## config.mk

```make
export PLATFORM = sky130hd
export DESIGN_NAME = nem_ohmux_sel_seq
export DESIGN_NICKNAME = d
export VERILOG_FILES = /design/src/rtl/nem_ohmux_sel_seq.sv
export SDC_FILE = /design/constraint.sdc
export NUM_CORES = 1
export LEC_CHECK = 0
export BUFFER_PORTS_ARGS = -buffer_cell sky130_fd_sc_hd__buf_2
export CAP_MARGIN = 40
export CORE_ASPECT_RATIO = 1.75
export CORE_UTILIZATION = 59
export DETAILED_ROUTE_END_ITERATION = 6
export PLACE_DENSITY = 0.79
export SYNTH_ARGS = -nofsm -noshare
export SYNTH_HDL_FRONTEND = slang
export SYNTH_SLANG_ARGS = --single-unit
```

## constraint.sdc

```tcl
create_clock -name CP -period 3.6 [get_ports CP]
set_input_delay 0.9 -clock CP [delete_from_list [all_inputs] [get_ports CP]]
set_output_delay 0.9 -clock CP [all_outputs]
set_load 0.02 [all_outputs]
```

## src/rtl/nem_ohmux_sel_seq.sv

```systemverilog
// nem_ohmux_sel_seq: sequencer for a relay-based 2:1 one-hot mux.
// Drives the S0/S1 relay selects with break-before-make, waits for the
// relay to pull in, then samples the inverted mux outputs ZN into DOUT.
module nem_ohmux_sel_seq #(
    parameter int DEAD_CYC   = 4,  // break-before-make cycles, 1..255
    parameter int SETTLE_CYC = 8   // relay pull-in cycles, 1..255
) (
    input  logic       CP,
    input  logic       RST,
    input  logic       REQ_VLD,
    output logic       REQ_RDY,
    input  logic [1:0] REQ_SEL,
    output logic       S0,
    output logic       S1,
    input  logic [7:0] ZN,
    output logic [7:0] DOUT,
    output logic       DOUT_VLD,
    input  logic       DOUT_RDY,
    output logic       ERR
);

    typedef enum logic [2:0] {
        IDLE   = 3'd0,
        BREAK  = 3'd1,
        MAKE   = 3'd2,
        SAMPLE = 3'd3,
        DONE   = 3'd4
    } state_t;

    localparam logic [1:0] SEL_I0  = 2'd0;
    localparam logic [1:0] SEL_I1  = 2'd1;
    localparam logic [1:0] SEL_REL = 2'd2;
    localparam logic [1:0] SEL_BAD = 2'd3;

    // Counters are loaded with N-1 so that a state lasts exactly N cycles
    // while the counter steps down to 0.
    localparam logic [7:0] DEAD_LD   = 8'(DEAD_CYC - 1);
    localparam logic [7:0] SETTLE_LD = 8'(SETTLE_CYC - 1);

    state_t     state_q, state_d;
    logic [7:0] dead_q, dead_d;
    logic [7:0] settle_q, settle_d;
    logic [1:0] tgt_q, tgt_d;      // pending request code
    logic       s0_q, s0_d;
    logic       s1_q, s1_d;
    logic [7:0] dout_q, dout_d;
    logic       dvld_q, dvld_d;
    logic       err_q, err_d;
    logic       accept;
    logic       tgt_is_on;

    assign REQ_RDY  = (state_q == IDLE);
    assign accept   = REQ_VLD && REQ_RDY;
    assign S0       = s0_q;
    assign S1       = s1_q;
    assign DOUT     = dout_q;
    assign DOUT_VLD = dvld_q;
    assign ERR      = err_q;

    // Requested path already closed: skip the break and sample directly.
    assign tgt_is_on = ((REQ_SEL == SEL_I0) && s0_q) ||
                       ((REQ_SEL == SEL_I1) && s1_q);

    // State register; reset drops both relays and discards pending work.
    always_ff @(posedge CP) begin
        if (RST) begin
            state_q <= IDLE;
        end else begin
            state_q <= state_d;
        end
    end

    // Datapath registers: selects, counters, captured data, error pulse.
    always_ff @(posedge CP) begin
        if (RST) begin
            dead_q   <= 8'd0;
            settle_q <= 8'd0;
            tgt_q    <= SEL_I0;
            s0_q     <= 1'b0;
            s1_q     <= 1'b0;
            dout_q   <= 8'h00;
            dvld_q   <= 1'b0;
            err_q    <= 1'b0;
        end else begin
            dead_q   <= dead_d;
            settle_q <= settle_d;
            tgt_q    <= tgt_d;
            s0_q     <= s0_d;
            s1_q     <= s1_d;
            dout_q   <= dout_d;
            dvld_q   <= dvld_d;
            err_q    <= err_d;
        end
    end

    // Next-state and next-output logic; selects only ever change from
    // IDLE (both off) or at the end of BREAK (only the target on), which
    // keeps the two relays from ever overlapping.
    always_comb begin
        state_d  = state_q;
        dead_d   = dead_q;
        settle_d = settle_q;
        tgt_d    = tgt_q;
        s0_d     = s0_q;
        s1_d     = s1_q;
        dout_d   = dout_q;
        dvld_d   = dvld_q;
        err_d    = 1'b0;

        unique case (state_q)
            IDLE: begin
                if (accept) begin
                    if (REQ_SEL == SEL_BAD) begin
                        err_d = 1'b1;
                    end else if (tgt_is_on) begin
                        tgt_d   = REQ_SEL;
                        state_d = SAMPLE;
                    end else begin
                        // Release, or a path that is not yet closed.
                        tgt_d   = REQ_SEL;
                        s0_d    = 1'b0;
                        s1_d    = 1'b0;
                        dead_d  = DEAD_LD;
                        state_d = BREAK;
                    end
                end
            end

            BREAK: begin
                if (dead_q == 8'd0) begin
                    if (tgt_q == SEL_REL) begin
                        state_d = IDLE;
                    end else begin
                        s0_d     = (tgt_q == SEL_I0);
                        s1_d     = (tgt_q == SEL_I1);
                        settle_d = SETTLE_LD;
                        state_d  = MAKE;
                    end
                end else begin
                    dead_d = dead_q - 8'd1;
                end
            end

            MAKE: begin
                if (settle_q == 8'd0) begin
                    state_d = SAMPLE;
                end else begin
                    settle_d = settle_q - 8'd1;
                end
            end

            SAMPLE: begin
                // The mux drives inverted data; restore polarity here.
                dout_d  = ~ZN;
                dvld_d  = 1'b1;
                state_d = DONE;
            end

            DONE: begin
                if (DOUT_RDY) begin
                    dvld_d  = 1'b0;
                    state_d = IDLE;
                end
            end

            default: begin
                state_d = IDLE;
            end
        endcase
    end

endmodule

```

==> metrics.txt <==
xor/xnor share of the synthesized area=0.01589; critical path startpoint category=input port; Fin Clk Skew=0.01066 ns; WHS=0.4962 ns; Fin. Hold Viols=0; gr usage total=0.2754; async set or reset register ratio after synthesis=0; Mapped Cells=193; Critical Path RT=3.81 ns; IO buf count=26; Yosys cell types=44; CP Max Fanout=11; largest net degree at the start of global routing=23; max cap viols=0; wire per inst=15.41 um; global-route wire length before repair=6361 um; die height=72.05 um; Hold Crit Class=reg -> reg; die span in x=42.03 um; CTS H-tree depth=2; post-synthesis mux area share=0.02421; Arr. time, crit path=2.68 ns; M2 GR Usage=0.5000; Vias/cell=6.279; total CTS buffers=5; placed wire-length estimate=2713 um; area leader, netlist=dfxtp_1; Hold Buf Count CTS=0; crit path capture type=flop; number of flops mapped to enable cells by yosys=0; # rows=25; CTS tree=done; layout cells sized above 1=0.2318; P&R area growth vs syn=15.28%; Synth area leaders=dfxtp_1 40%, nor2_1 6.1%, a211oi_1 5.4%, nor3_1 3.6%, ha_1 3.0%; pins over their slew limit=0; die area=3028 um^2; layout net count=237; Worst-path clk slew=0.07 ns; io pins=27; Ys Warns=0; post-route minimum period=2.471 ns; Final period util=0.6865; CTS Sinks=33; met1 GRT Util=0.2814; static leakage=0.0007722 uW; DRT Wirelength=3807 um; antenna cells=0; Worst VDD drop=0.4465 mV; Clock Tree Root=clkbuf_8; worst skew pair latency=0.29 ns; Synth top area share=0.3994; Slew HR=0.4437; DRT Pass-1 Iters=4; post-synthesis compound-gate area fraction=0.1906; Synth Area per Inst=8.570 um^2; initial core utilization=0.6149; Commonest cells post-synth=33 x dfxtp_1, 27 x nor2_1, 12 x a211oi_1, 12 x nor3_1, 9 x a21oi_1; status=finished, final reports clean; initial antenna violation count=0; Final setup viols=0; post-cts resize count=0; Synthesized Nets=211; RSZ-0062 raised after global routing=no; most frequent cell after synthesis=dfxtp_1; GPL Wtd Cong=0.8065; antenna viol nets, final=0; Post-Synth Simple-Gate Area=0.2965; Setup Buffers After CTS=0; Slew @ Worst Pin=0.8344 ns; Vias=1551; GRT busiest layer=met2; initial DRC count=32; post-synthesis adder-cell area fraction=0.03026; Max Root-Sink Buffers=2; Power Dens Cells=578.7 nW/um^2; gr ovfl total=0; Final Util=0.7088; met3 GRT Util=0.05473; main combinational cell family by area after synthesis=simple AND/OR/NAND/NOR gates; final setup TNS=0 ns; Max Clk Rate=0.4046 GHz; DRC viols=0; Core Footprint=2690 um^2; kind of critical path=in -> reg; Main synth FF type=dfxtp_1; Post-Syn Area=1654 um^2; Yosys reg bits=33; vias in the first global route=1449; register area share after synthesis=0.3994
metal layers:
layer	share of wire	routed length [um]	up-vias
met5	0	0	-
met4	0.038	144	0
met3	0.029	109	12
met2	0.56	2118	33
met1	0.38	1435	739
li1	-	-	767
sequential cells by signal (all words and copies together) (netlist names):
name	count
DOUT	8
DOUT_VLD	1
ERR	1
S0	1
S1	1
dead_q	8
settle_q	8
state_q	3
tgt_q	2
area by class of cell:
class | count | area [um^2]
multi-input combinational | 142 | 922.1
fill | 221 | 783.3
sequential | 33 | 660.6
timing repair buffer | 28 | 140.1
clock buffer | 7 | 86.33
inverter | 9 | 33.78
tap | 27 | 33.78
clock inverter | 1 | 30.03
critical path: stages:
cell	delay, ns
buf_2	0.13
a21boi_0	0.42
o221ai_1	0.46
or4_1	0.62
a21oi_1	0.15
stage by stage:
step	setup slack, ns	power, uW	instances	cell area [um^2]
2_1_floorplan	1.368	674.2	193	1654
3_3_place_gp	0.9992	728.0	237	1780
3_5_place_dp	0.8706	746.3	238	1785
4_1_cts	1.163	1110	246	1902
5_1_grt	0.9422	1169	247	1907
6_report	1.129	1104	247	1907
layout by cell type, fill, tap and decap left out, types with 6 or more instances in the layout:
cell type,netlist,layout
a211oi_1,12,12
a21oi_1,9,9
buf_2,3,27
clkbuf_8,0,6
dfxtp_1,33,33
inv_1,8,8
nand2_1,7,7
nor2_1,27,27
nor3_1,12,12
or4_1,6,6
cells by family after synthesis:
family / Yosys count
compound gates: 43
buf+inv: 18
flops: 33
simple gates: 88
mux: 4
fa+ha+maj: 4
xor+xnor: 3
where the power goes:
group	internal [uW]	total [uW]	switching, uW
clock	226	357	131
sequential	401	445	43.5
combinational	133	302	168
worst paths after layout:
path                  to  slack (ns)  cells after the start  startpoint
max reg2reg  settle_q[2]        1.38                      4  state_q[0]
max            dead_q[6]        1.13                      5  REQ_SEL[1]
min              DOUT[2]        0.50                      2     DOUT[2]
min reg2reg      DOUT[2]        0.50                      2     DOUT[2]
(Power assumes the default switching activity.)
